$ cat config.mk
export PLATFORM = sky130hd
export DESIGN_NAME = shift_rx8b_flat
export DESIGN_NICKNAME = d
export VERILOG_FILES = /design/src/rtl/shift_rx_pkg.sv /design/src/rtl/shift_rx8b_if.sv /design/src/rtl/shift_in_reg.sv /design/src/rtl/shift_rx8b.sv /design/src/flat_wrapper.sv
export SDC_FILE = /design/constraint.sdc
export NUM_CORES = 1
export LEC_CHECK = 0
export ABC_AREA = 1
export BUFFER_PORTS_ARGS = -buffer_cell sky130_fd_sc_hd__buf_2
export CAP_MARGIN = 20
export CORE_MARGIN = 2
export CORE_UTILIZATION = 57
export CTS_BUF_LIST = sky130_fd_sc_hd__clkbuf_4 sky130_fd_sc_hd__clkbuf_8
export DETAILED_ROUTE_END_ITERATION = 10
export GPL_TIMING_DRIVEN = 1
export PLACE_DENSITY = 0.8
export SETUP_SLACK_MARGIN = 0.3
export SLEW_MARGIN = 40
export SYNTH_ARGS = -nofsm -noshare
export SYNTH_HDL_FRONTEND = slang
export SYNTH_HIERARCHICAL = 1
export SYNTH_SLANG_ARGS = --single-unit
$ cat constraint.sdc
create_clock -name clk -period 3.8 [get_ports clk]
set_clock_uncertainty 0.2 [all_clocks]
set_input_delay 0.76 -clock clk [delete_from_list [all_inputs] [get_ports clk]]
set_output_delay 0.76 -clock clk [all_outputs]
set_load 0.005 [all_outputs]
$ cat src/rtl/shift_rx_pkg.sv
// Shared types and line-level constants for the serial receiver.
package shift_rx_pkg;

  typedef enum logic [1:0] {
    IDLE,
    DATA,
    STOP
  } rx_state_e;

  localparam logic LINE_IDLE = 1'b1;
  localparam logic START_BIT = 1'b0;
  localparam logic STOP_BIT  = 1'b1;

endpackage

$ cat src/rtl/shift_rx8b_if.sv
// Serial line, word handshake and status signals of the receiver.
interface shift_rx8b_if #(
    parameter int unsigned DATA_W = 8
);
    logic              s_in;
    logic              bit_en;
    logic              out_ready;
    logic [DATA_W-1:0] p_out;
    logic              out_valid;
    logic              frame_err;
    logic              overrun;
    logic              busy;

    modport master (
        output s_in, bit_en, out_ready,
        input  p_out, out_valid, frame_err, overrun, busy
    );

    modport slave (
        input  s_in, bit_en, out_ready,
        output p_out, out_valid, frame_err, overrun, busy
    );
endinterface

$ cat src/rtl/shift_in_reg.sv
// Serial-in shift register with enable; direction selects where new bits enter.
module shift_in_reg #(
    parameter int unsigned WIDTH     = 8,
    parameter bit          LSB_FIRST = 1'b1
) (
    input  logic             clk,
    input  logic             rst,
    input  logic             en,
    input  logic             d,
    output logic [WIDTH-1:0] q
);

    logic [WIDTH-1:0] q_q;

    always_ff @(posedge clk or posedge rst) begin
        if (rst) begin
            q_q <= '0;
        end else if (en) begin
            // LSB-first lines enter at the MSB so the first bit ends up in bit 0
            if (LSB_FIRST) begin
                q_q <= {d, q_q[WIDTH-1:1]};
            end else begin
                q_q <= {q_q[WIDTH-2:0], d};
            end
        end
    end

    assign q = q_q;

endmodule

$ cat src/rtl/shift_rx8b.sv
// Framed serial receiver: start/data/stop FSM feeding a held output word with
// valid/ready handoff, frame error pulse and sticky overrun.
module shift_rx8b
    import shift_rx_pkg::*;
#(
    parameter int unsigned DATA_W    = 8,
    parameter bit          LSB_FIRST = 1'b1
) (
    input logic         clk,
    input logic         rst,
    shift_rx8b_if.slave rx
);

    localparam int unsigned CNT_W = (DATA_W > 1) ? $clog2(DATA_W) : 1;
    localparam logic [CNT_W-1:0] CNT_LAST = CNT_W'(DATA_W - 1);

    rx_state_e         state_q, state_d;
    logic [CNT_W-1:0]  cnt_q, cnt_d;
    logic [DATA_W-1:0] shreg;
    logic [DATA_W-1:0] p_out_q, p_out_d;
    logic              out_valid_q, out_valid_d;
    logic              frame_err_q, frame_err_d;
    logic              overrun_q, overrun_d;
    logic              shift_en;
    logic              word_done;

    shift_in_reg #(
        .WIDTH     (DATA_W),
        .LSB_FIRST (LSB_FIRST)
    ) u_shift (
        .clk (clk),
        .rst (rst),
        .en  (shift_en),
        .d   (rx.s_in),
        .q   (shreg)
    );

    always_ff @(posedge clk or posedge rst) begin
        if (rst) begin
            state_q     <= IDLE;
            cnt_q       <= '0;
            p_out_q     <= '0;
            out_valid_q <= 1'b0;
            frame_err_q <= 1'b0;
            overrun_q   <= 1'b0;
        end else begin
            state_q     <= state_d;
            cnt_q       <= cnt_d;
            p_out_q     <= p_out_d;
            out_valid_q <= out_valid_d;
            frame_err_q <= frame_err_d;
            overrun_q   <= overrun_d;
        end
    end

    always_comb begin
        state_d     = state_q;
        cnt_d       = cnt_q;
        shift_en    = 1'b0;
        word_done   = 1'b0;
        frame_err_d = 1'b0;
        if (rx.bit_en) begin
            unique case (state_q)
                IDLE: begin
                    if (rx.s_in == START_BIT) begin
                        state_d = DATA;
                        cnt_d   = '0;
                    end
                end
                DATA: begin
                    shift_en = 1'b1;
                    if (cnt_q == CNT_LAST) begin
                        state_d = STOP;
                    end else begin
                        cnt_d = cnt_q + CNT_W'(1);
                    end
                end
                STOP: begin
                    // A bad stop bit returns to IDLE; it is never reused as a start bit
                    state_d = IDLE;
                    if (rx.s_in == STOP_BIT) begin
                        word_done = 1'b1;
                    end else begin
                        frame_err_d = 1'b1;
                    end
                end
                default: state_d = IDLE;
            endcase
        end
    end

    always_comb begin
        p_out_d     = p_out_q;
        out_valid_d = out_valid_q & ~rx.out_ready;
        overrun_d   = overrun_q;
        if (word_done) begin
            p_out_d     = shreg;
            out_valid_d = 1'b1;
            if (out_valid_q && !rx.out_ready) begin
                overrun_d = 1'b1;
            end
        end
    end

    assign rx.p_out     = p_out_q;
    assign rx.out_valid = out_valid_q;
    assign rx.frame_err = frame_err_q;
    assign rx.overrun   = overrun_q;
    assign rx.busy      = (state_q != IDLE);

endmodule

$ cat src/flat_wrapper.sv
// flat-port wrapper written by rule: the top's interface ports become plain ports
module shift_rx8b_flat import shift_rx_pkg::*;
#(
    parameter int unsigned DATA_W    = 8,
    parameter bit          LSB_FIRST = 1'b1
)
  (clk, rst, rx_s_in, rx_bit_en, rx_out_ready, rx_p_out, rx_out_valid, rx_frame_err, rx_overrun, rx_busy);
  shift_rx8b_if #(.DATA_W(DATA_W)) rx_i ();
  input logic clk;
  input logic rst;
  input wire logic [$bits(rx_i.s_in)-1:0] rx_s_in;
  input wire logic [$bits(rx_i.bit_en)-1:0] rx_bit_en;
  input wire logic [$bits(rx_i.out_ready)-1:0] rx_out_ready;
  output wire logic [$bits(rx_i.p_out)-1:0] rx_p_out;
  output wire logic [$bits(rx_i.out_valid)-1:0] rx_out_valid;
  output wire logic [$bits(rx_i.frame_err)-1:0] rx_frame_err;
  output wire logic [$bits(rx_i.overrun)-1:0] rx_overrun;
  output wire logic [$bits(rx_i.busy)-1:0] rx_busy;
  assign rx_i.s_in = rx_s_in;
  assign rx_i.bit_en = rx_bit_en;
  assign rx_i.out_ready = rx_out_ready;
  assign rx_p_out = rx_i.p_out;
  assign rx_out_valid = rx_i.out_valid;
  assign rx_frame_err = rx_i.frame_err;
  assign rx_overrun = rx_i.overrun;
  assign rx_busy = rx_i.busy;
  shift_rx8b #(.DATA_W(DATA_W), .LSB_FIRST(LSB_FIRST)) u_core (.clk(clk), .rst(rst), .rx(rx_i));
endmodule
# After elaboration in Yosys (flattened, before gate mapping)
# Index checks and enable logic that the tools add are counted.
[word_totals]
reg_bits = 24
in_bits = 5
elab_cells = 39
[op_classes]
n_addsub = 1
eq_ne = 6
mux = 15
n_bitwise = 2
n_reduce_logical = 8
[op_table]
columns = ["op", "n"]
rows = [
  ["$mux 1", 9],
  ["$mux 3", 2],
  ["$pmux 3 s2", 1],
  ["$mux 2", 2],
  ["$ne 2x2->1 const B", 2],
  ["$pmux 2 s2", 1],
  ["$reduce_and 4->1", 1],
  ["$reduce_bool 2->1", 2],
  ["$add 3x1->3 const B", 1],
  ["$eq 3x3->1 const B", 1],
  ["$reduce_and 3->1", 1],
  ["$eq 2x1->1 const B", 1],
  ["$eq 2x2->1 const B", 1],
  ["$logic_not 2->1", 1],
  ["$ne 2x1->1 const B", 1],
  ["$reduce_and 2->1", 1],
  ["$and 1x1->1", 1],
  ["$logic_and 1x1->1", 1],
  ["$logic_not 1->1", 1],
  ["$not 1->1", 1],
]

# Depth between registers and ports, before layout
# Gate-level depths: netlist of run 1.
[depth]
ltp_word = 4
depth_mapped = 7
depth_no_buf = 6

# Hierarchy
# The synthesis of run 1 kept the hierarchy.
[by_module_without_submodules]
columns = ["module", "instances", "cells_each", "area_each_um2"]
rows = [
  ["shift_rx8b", 1, 89, 739.5],
  ["shift_in_reg", 1, 35, 309.0],
]

# Worst setup path after synthesis of run 1
# Ideal clock, no wire load.
[synth_path]
path_kind = "reg2out"
start = "register u_core.state_q[0]"
end = "output port rx_busy"
arrival_time_ns = 0.693
setup_slack_ns = 2.147
stages_incl_launch_ff = 4
cell_sequence = "dfrtp_1 -> clkbuf_2 -> nor2_1 -> inv_1"
[synth_via]
elab_chain_cells = 1
[synth_lines]
columns = ["element", "line_no", "rtl"]
rows = [
  ["from (decl)", "shift_rx8b.sv:17", "rx_state_e state_q, state_d;"],
  ["from (signal assigned)", "shift_rx8b.sv:47", "state_q <= state_d;"],
  ["$reduce_bool 2->1", "shift_rx8b.sv:109", "assign rx.busy = (state_q != IDLE);"],
  ["to (decl)", "flat_wrapper.sv:18", "output wire logic [$bits(rx_i.busy)-1:0] rx_busy;"],
]
# Every way passes these cells.

# Worst setup path in the final report of run 1
# Ends and elaborated chain as after synthesis.

==> implementation parameters, run 1 <==
Parameter                              Value

Yosys
  Cell with the most instances after synthesis    sky130_fd_sc_hd__nand2_1
  Post-synth EDFFs    0
  Top cell types by occurrence after synthesis    64 x sky130_fd_sc_hd__nand2_1, 24 x sky130_fd_sc_hd__dfrtp_1, 11 x sky130_fd_sc_hd__inv_1, 5 x sky130_fd_sc_hd__nand3_1, 5 x sky130_fd_sc_hd__nor2_1
  Number of distinct library cells after synthesis    18
  Ys flop type    sky130_fd_sc_hd__dfrtp_1
  Share of synthesized area occupied by flip-flops and latches    57.3%
  Cell taking the most area after synthesis    sky130_fd_sc_hd__dfrtp_1
  Total of warnings raised by yosys    6
  Post-synthesis async set-or-reset flop share    100%
  Cell types occupying the most area after synthesis    sky130_fd_sc_hd__dfrtp_1 57%, sky130_fd_sc_hd__nand2_1 23%, sky130_fd_sc_hd__inv_1 3.9%
  Share of the synthesized area in the top cell type    57.3%
  Register bit total from synthesis    24
  Post-Syn Nets    131
  Average cell area after synthesis    8.46 sq um
  Cells after synthesis    ~120
  Post-synthesis cell area    1050 sq um

Worst setup path
  Kind of cell adding the most delay to the critical path    flip-flops
  Max incr delay on CP    ~480 ps
  CP arrival    1150 ps
  Sequence of cells on the critical path    nor2_1 -> inv_1 -> buf_2
  Slowest-stage cell, CP    sky130_fd_sc_hd__dfrtp_1
  Number of buffers and inverters on the critical path    2
  Critical Path End Type    output port
  Critical-path maximum fanout    8
  Startpoint Class    flop
  Critical Setup Path Class    flop to output port
  Critical path required time    roughly 2800 ps

CTS
  TritonCTS Sinks    24
  Maximum buffer depth of the clock tree    2
  CTS H-tree lvls    1
  TritonCTS clock tree    yes
  Number of buffers inserted for hold repair after clock tree synthesis    0
  Clock buffers created by TritonCTS    3
  Clock tree root buffer cell    sky130_fd_sc_hd__clkbuf_4
  Clock latency on the worst-skew pair    roughly 310 ps
  Buffer count from post-CTS setup fixing    0
  Clock slew at reported path FFs    around 130 ps
  Resize count post-CTS    0

Die
  Core box area    1730 sq um
  Top Ports    17
  Vertical die dimension    46.9 microns
  Die Outline Area    ~2200 sq um
  Overall die width    46.9 microns
  Floorplan row count    15
  Starting utilization of the core area    60.7%

Timing
  Achievable Freq    473 MHz
  Count of pins over their slew limit    0
  Count of endpoints failing hold in the final timing report    0
  Unrepaired setup endpoints after global routing    no
  Setup-violating endpoint count in the final report    0
  Final Cycle Share    55.6%
  Aggregate negative setup slack    0 ps
  Actual transition at the worst max-transition pin    580 ps
  Tightest slew margin relative to the limit    61.3%
  Final Critical Period    2110 ps

Global routing
  Maximum number of pins on one net before global-route repair    17
  Global-route wire length before repair    3020 microns
  Initial antenna violation count    0
  GRT Util Overall    roughly 20%
  Vias in the first global route    705
  Final global-route overflow total    0

Placement
  Buffers added on ports    16
  Routability congestion estimate    0.816
  Placed wire-length estimate    1300 microns
  Placed cell area    around 1100 sq um

Power and ir drop
  Combinational cell fraction of total power    23.5%
  VDD IR max    0.320 mV
  Switching power as a share of total power    32.3%
  Power per Cell Area    604 nW/um^2
  LEAKAGE    ~0.74 nW
  Clk pwr share    25.2%
  Cell-internal power    0.000486 W
  Sequential share of power    between 50 and 60%
  Power spent charging and discharging nets    0.000232 W

Routing
  Average via count per standard cell    4.77
  Remaining design rule violation count    0
  Total wire length    1750 microns
  Routed wirelength normalized by instance count    10.6 microns
  Length of the first detailed-routing pass in iterations    4
  Initial drt markers    30
  Vias    between 700 and 800
  Antenna Violating Nets Remaining    0

Layout
  Layout cell share with drive strength beyond 1    19.1%
  Layout net count    149
  Filler instances    between 100 and 150
  Reg area    601 sq um
  Signed area change from the synthesized netlist to the final layout    13.4%
  Number of antenna cells inserted    0
  Final non-filler cell area    1190 sq um
  Multi-input logic area    375 sq um

Flow run
  Number of max-cap violations    0

Status
  Status    finished clean

Min path
  Min-delay worst type    input port to async pin
==> flip-flops by register name, indices dropped and copies added (netlist names) <==
name / cells
u_core/rx.frame_err: 1
u_core/rx.overrun: 1
u_core/u_shift/q: 8
u_core/rx.out_valid: 1
u_core/cnt_q: 3
u_core/state_q: 2
u_core/rx.p_out: 8
==> worst paths after layout <==
check | from | end | slack, ps | cells after the start
min in group clk | u_core/rx.overrun | u_core/rx.overrun | 290 | 1
max in group asynchronous | rst | u_core/rx.p_out[7] | 2730 | 2
worst max-delay path | u_core/state_q[0] | rx_busy | 1690 | 3
worst min-delay path | rst | u_core/u_shift/q[1] | 170 | 2
worst min register to register | u_core/rx.overrun | u_core/rx.overrun | 290 | 1
worst max register to register | u_core/state_q[1] | u_core/u_shift/q[6] | 1980 | 6
==> cell families (layout without fill, tap and decap cells) <==
family                   count (synthesis)  count (layout)  synth area share, %
AO/OA/AOI/OAI                            3               3                 2.39
adder cells (fa/ha/maj)                  2               2                 2.39
buffers and inverters                   16              33                 6.92
flip-flops                              24              24                 57.3
AND/OR/NAND/NOR                         79              79                 31.0
==> cell usage in the layout (no fill, tap or decap) <==
cell | Yosys | routed
sky130_fd_sc_hd__nand3_2 | 1 | 1
sky130_fd_sc_hd__clkbuf_4 | 0 | 3
sky130_fd_sc_hd__inv_1 | 11 | 11
sky130_fd_sc_hd__a21oi_2 | 1 | 1
sky130_fd_sc_hd__o21bai_2 | 1 | 1
sky130_fd_sc_hd__dfrtp_1 | 24 | 24
sky130_fd_sc_hd__nand4_2 | 1 | 1
sky130_fd_sc_hd__nand3_1 | 5 | 5
sky130_fd_sc_hd__bufinv_16 | 0 | 1
sky130_fd_sc_hd__nand3b_1 | 1 | 1
sky130_fd_sc_hd__o21ai_0 | 1 | 1
sky130_fd_sc_hd__nor2_1 | 5 | 5
sky130_fd_sc_hd__ha_1 | 2 | 2
sky130_fd_sc_hd__inv_2 | 2 | 2
sky130_fd_sc_hd__nand2_1 | 64 | 64
sky130_fd_sc_hd__or2_2 | 1 | 1
sky130_fd_sc_hd__buf_2 | 0 | 16
sky130_fd_sc_hd__nor3_1 | 1 | 1
==> layout make-up <==
type / instances / share of cell area [%]
flip-flops and latches: 24 / 50.5
repair buffers: 16 / 6.74
inverters: 13 / 4.11
well taps: 25 / 2.63
clock inverters: 1 / 2.53
multi-input cells: 84 / 31.6
clock buffers: 3 / 1.89
==> power by group through the flow <==
stage                     clock (W)  sequential [W]  combinational, W
after global routing       0.000200        0.000379          0.000197
after CTS                  0.000186        0.000368          0.000171
final                      0.000181        0.000369          0.000168
after global placement            0        0.000369          0.000157
after detailed placement          0        0.000372          0.000171
after floorplan                   0        0.000351          0.000148
==> routing by layer <==
layer  GRT usage, %  vias up  share of wire [%]
met5              0        -                  0
met4           10.0        0               0.80
met3           3.46        2                6.2
met2           32.9       23                 46
met1           25.4      359                 47
li1               -      407                  -
==> through the flow <==
stage          power (W)  utilization, %  setup slack (ps)  std cells  hold WS (ps)
2_1_floorplan   0.000499               -              2150        124           242
3_3_place_gp    0.000526            65.8              1840        162           256
3_5_place_dp    0.000543            65.8              1750        162           252
4_1_cts         0.000724            68.8              1680        166           168
5_1_grt         0.000776            68.8              1600        166           162
6_report        0.000718            68.8              1690        166           172
Note: power is estimated with default switching activity, not from simulation.
==> run 2: changes to the inputs <==
--- a/config.mk
+++ b/config.mk
@@ -9,11 +9,11 @@
 export BUFFER_PORTS_ARGS = -buffer_cell sky130_fd_sc_hd__buf_2
 export CAP_MARGIN = 20
 export CORE_MARGIN = 2
-export CORE_UTILIZATION = 57
+export CORE_UTILIZATION = 51
 export CTS_BUF_LIST = sky130_fd_sc_hd__clkbuf_4 sky130_fd_sc_hd__clkbuf_8
 export DETAILED_ROUTE_END_ITERATION = 10
 export GPL_TIMING_DRIVEN = 1
-export PLACE_DENSITY = 0.8
+export PLACE_DENSITY = 0.76
 export SETUP_SLACK_MARGIN = 0.3
 export SLEW_MARGIN = 40
 export SYNTH_ARGS = -nofsm -noshare
==> constraint.sdc (replaced) <==
create_clock -name clk -period 1.8 [get_ports clk]
set_clock_uncertainty 0.2 [all_clocks]
set_input_delay 0.36 -clock clk [delete_from_list [all_inputs] [get_ports clk]]
set_output_delay 0.36 -clock clk [all_outputs]
set_load 0.005 [all_outputs]
==> run 2 against run 1 <==
Net effect: clock-buffer cell count increased by 1; sequential power rose by 110%; combinational power rose to 3.0 times the previous value; cell area rose by 8.8%; cell count grew 6.0%; global-route usage shrank 2.7 points; non-clock buffer count grew 8; clock power rose by 51%; core utilization down 2.2 points; worst setup slack got worse by 1500 ps; largest cell class unchanged; highest routed layer unchanged.
==> implementation parameters, run 2 (same netlist as run 1, synthesis figures left out) <==
Parameter                              Value

Layout
  Non-Filler Instances    176 (+6.0%)
  Final non-filler cell area    1290 sq um (+8.8%)
  Number of antenna cells inserted    0 (unchanged)
  Filler instances    163 (+10%)
  Leading cell types in the layout, fill and taps excluded    63 x sky130_fd_sc_hd__nand2_1, 22 x sky130_fd_sc_hd__dfrtp_1, 16 x sky130_fd_sc_hd__buf_2
  Layout cell share with drive strength beyond 1    28.2% (+9.0 points)
  Post-layout utilization of the core    66.6% (-2.2 points)
  Layout net count    157 (+5.4%)
  Most common cell after layout, fill and taps aside    sky130_fd_sc_hd__nand2_1
  Signed area change from the synthesized netlist to the final layout    23.4%

CTS
  TritonCTS Sinks    24 (unchanged)
  TritonCTS clock tree    yes
  Clock slew at reported path FFs    130 ps (about the same)
  Maximum buffer depth of the clock tree    2 (unchanged)
  Clock buffers created by TritonCTS    3 (unchanged)
  Clock latency on the worst-skew pair    300 ps (about the same)
  Clock tree root buffer cell    sky130_fd_sc_hd__clkbuf_4
  CTS H-tree lvls    1 (unchanged)

Routing
  Remaining design rule violation count    0 (unchanged)
  Total wire length    1970 microns (+12%)
  Routed wirelength normalized by instance count    11.2 microns (+6.1%)
  Vias    849 (+7.3%)
  Length of the first detailed-routing pass in iterations    4 (unchanged)
  Average via count per standard cell    4.82 (+1.2%)
  Initial drt markers    25 (-17%)
  Antenna Violating Nets Remaining    0 (unchanged)

Timing
  Final Critical Period    1600 ps
  Final Cycle Share    89.0%
  Count of endpoints failing hold in the final timing report    0 (unchanged)
  Post-route worst hold slack    123 ps (-48.7 ps)
  Unrepaired setup endpoints after global routing    yes
  Actual transition at the worst max-transition pin    613 ps (+33.6 ps)
  Setup-violating endpoint count in the final report    0 (unchanged)
  Count of pins over their slew limit    0 (unchanged)
  Tightest slew margin relative to the limit    59.1% (-2.2 points)
  Achievable Freq    ~620 MHz
  Aggregate negative setup slack    0 ps (unchanged)

Placement
  Placed wire-length estimate    1320 microns (+0.84%)
  Buffers added on ports    16 (unchanged)
  Placed Cells incl. Taps    165 (+1.9%)
  Placed cell area    1150 sq um (+0.88%)
  Routability congestion estimate    0.770 (-5.6%)

Worst setup path
  Critical-path maximum fanout    5 (-3)
  Startpoint Class    flop
  Critical path required time    1240 ps (-1600 ps)
  CP arrival    1040 ps (-110 ps)
  Critical Setup Path Class    flop to output port
  Critical Path End Type    output port

Die
  Starting utilization of the core area    54.0% (-6.7 points)
  Vertical die dimension    49.3 microns (+5.2%)
  Die Outline Area    2430 sq um (+11%)
  Core box area    1940 sq um (+12%)
  Top Ports    17 (unchanged)
  Overall die width    49.3 microns (+5.2%)
  Floorplan row count    16 (+1)

Power and ir drop
  LEAKAGE    0.764 nW (+3.8%)
  VDD IR max    0.689 mV (+120%)
  Power per Cell Area    1210 nW/um^2 (+100%)

Status
  Status    finished clean

Global routing
  GRT Util Overall    17.3% (-2.7 points)
  Final global-route overflow total    0 (unchanged)
  Global-route wire length before repair    3280 microns (+8.4%)
  Maximum number of pins on one net before global-route repair    17 (unchanged)
  Vias in the first global route    793 (+12%)
  Initial antenna violation count    0 (unchanged)

Min path
  Min-delay worst type    input port to flop

Flow run
  Number of max-cap violations    0 (unchanged)
## run 2: changes by cell type in the layout (fill, tap and decap cells not counted), sizes merged
cell,delta
bufinv,-1
buf,+7
dlygate4sd3,+1
clkbuf,+1
## run 2: final cells by class
type	instances	area (sq um)	area share, %
inverters	13	51.3	3.97
clock buffers	4	36.3	2.80
flip-flops and latches	24	603	46.6
repair buffers	24	143	11.0
multi-input cells	84	427	33.0
well taps	27	33.8	2.61
## run 2: what timing repair did
item / in CTS / in global routing
endpoints found under the setup margin: 12 / 22
cloned: 0 / 0
setup buffers: 5 / 1
endpoints found under the hold margin: 24 / 0
pin swaps: 1 / 2
gates resized for setup: 6 / 8
hold buffers: 1 / 0
## run 2: layer usage
layer | global-route usage [%] | wire length (microns) | up-vias | share of wire [%]
met5 | 0 | 0 | - | 0
met4 | 4.76 | 12 | 0 | 0.61
met3 | 3.37 | 87 | 2 | 4.4
met2 | 29.3 | 964 | 23 | 49
met1 | 22.5 | 906 | 401 | 46
li1 | - | - | 423 | -
## run 2: worst max-delay path: stages (launching register included)
cell	delay, ps
sky130_fd_sc_hd__dfrtp_2	470
sky130_fd_sc_hd__nor2_4	110
sky130_fd_sc_hd__inv_1	40
sky130_fd_sc_hd__buf_2	120
## run 2: report_power, final
| part | total, W | internal, W | switching [W] | leakage [nW] |
|---|---|---|---|---|
| Combinational | 0.000511 | 0.000227 | 0.000284 | 0.424 |
| Sequential | 0.000778 | 0.000669 | 0.000110 | 0.320 |
| Clock | 0.000274 | 0.000123 | 0.000151 | 0.0210 |
| Total | 0.00156 | 0.00102 | 0.000544 | 0.764 |
## run 2: path summary, 6_finish.rpt
kind,cells past startpoint,to,slack (ps),from
min reg2reg,2,u_core/rx.p_out[0],290,u_core/rx.p_out[0]
max,3,rx_busy,200,u_core/state_q[0]
min,3,u_core/rx.out_valid,120,rx_out_ready
max reg2reg,6,u_core/cnt_q[1],310,u_core/cnt_q[0]
min in group asynchronous,3,u_core/u_shift/q[2],340,rst
max in group asynchronous,3,u_core/state_q[1],500,rst
## run 2: per-stage QoR
stage               worst slack, ps  power [W]
finish                          199    0.00156
global route                    149    0.00168
CTS                             204    0.00148
detailed placement              207    0.00114
global placement                271    0.00113
floorplan                       321    0.00105
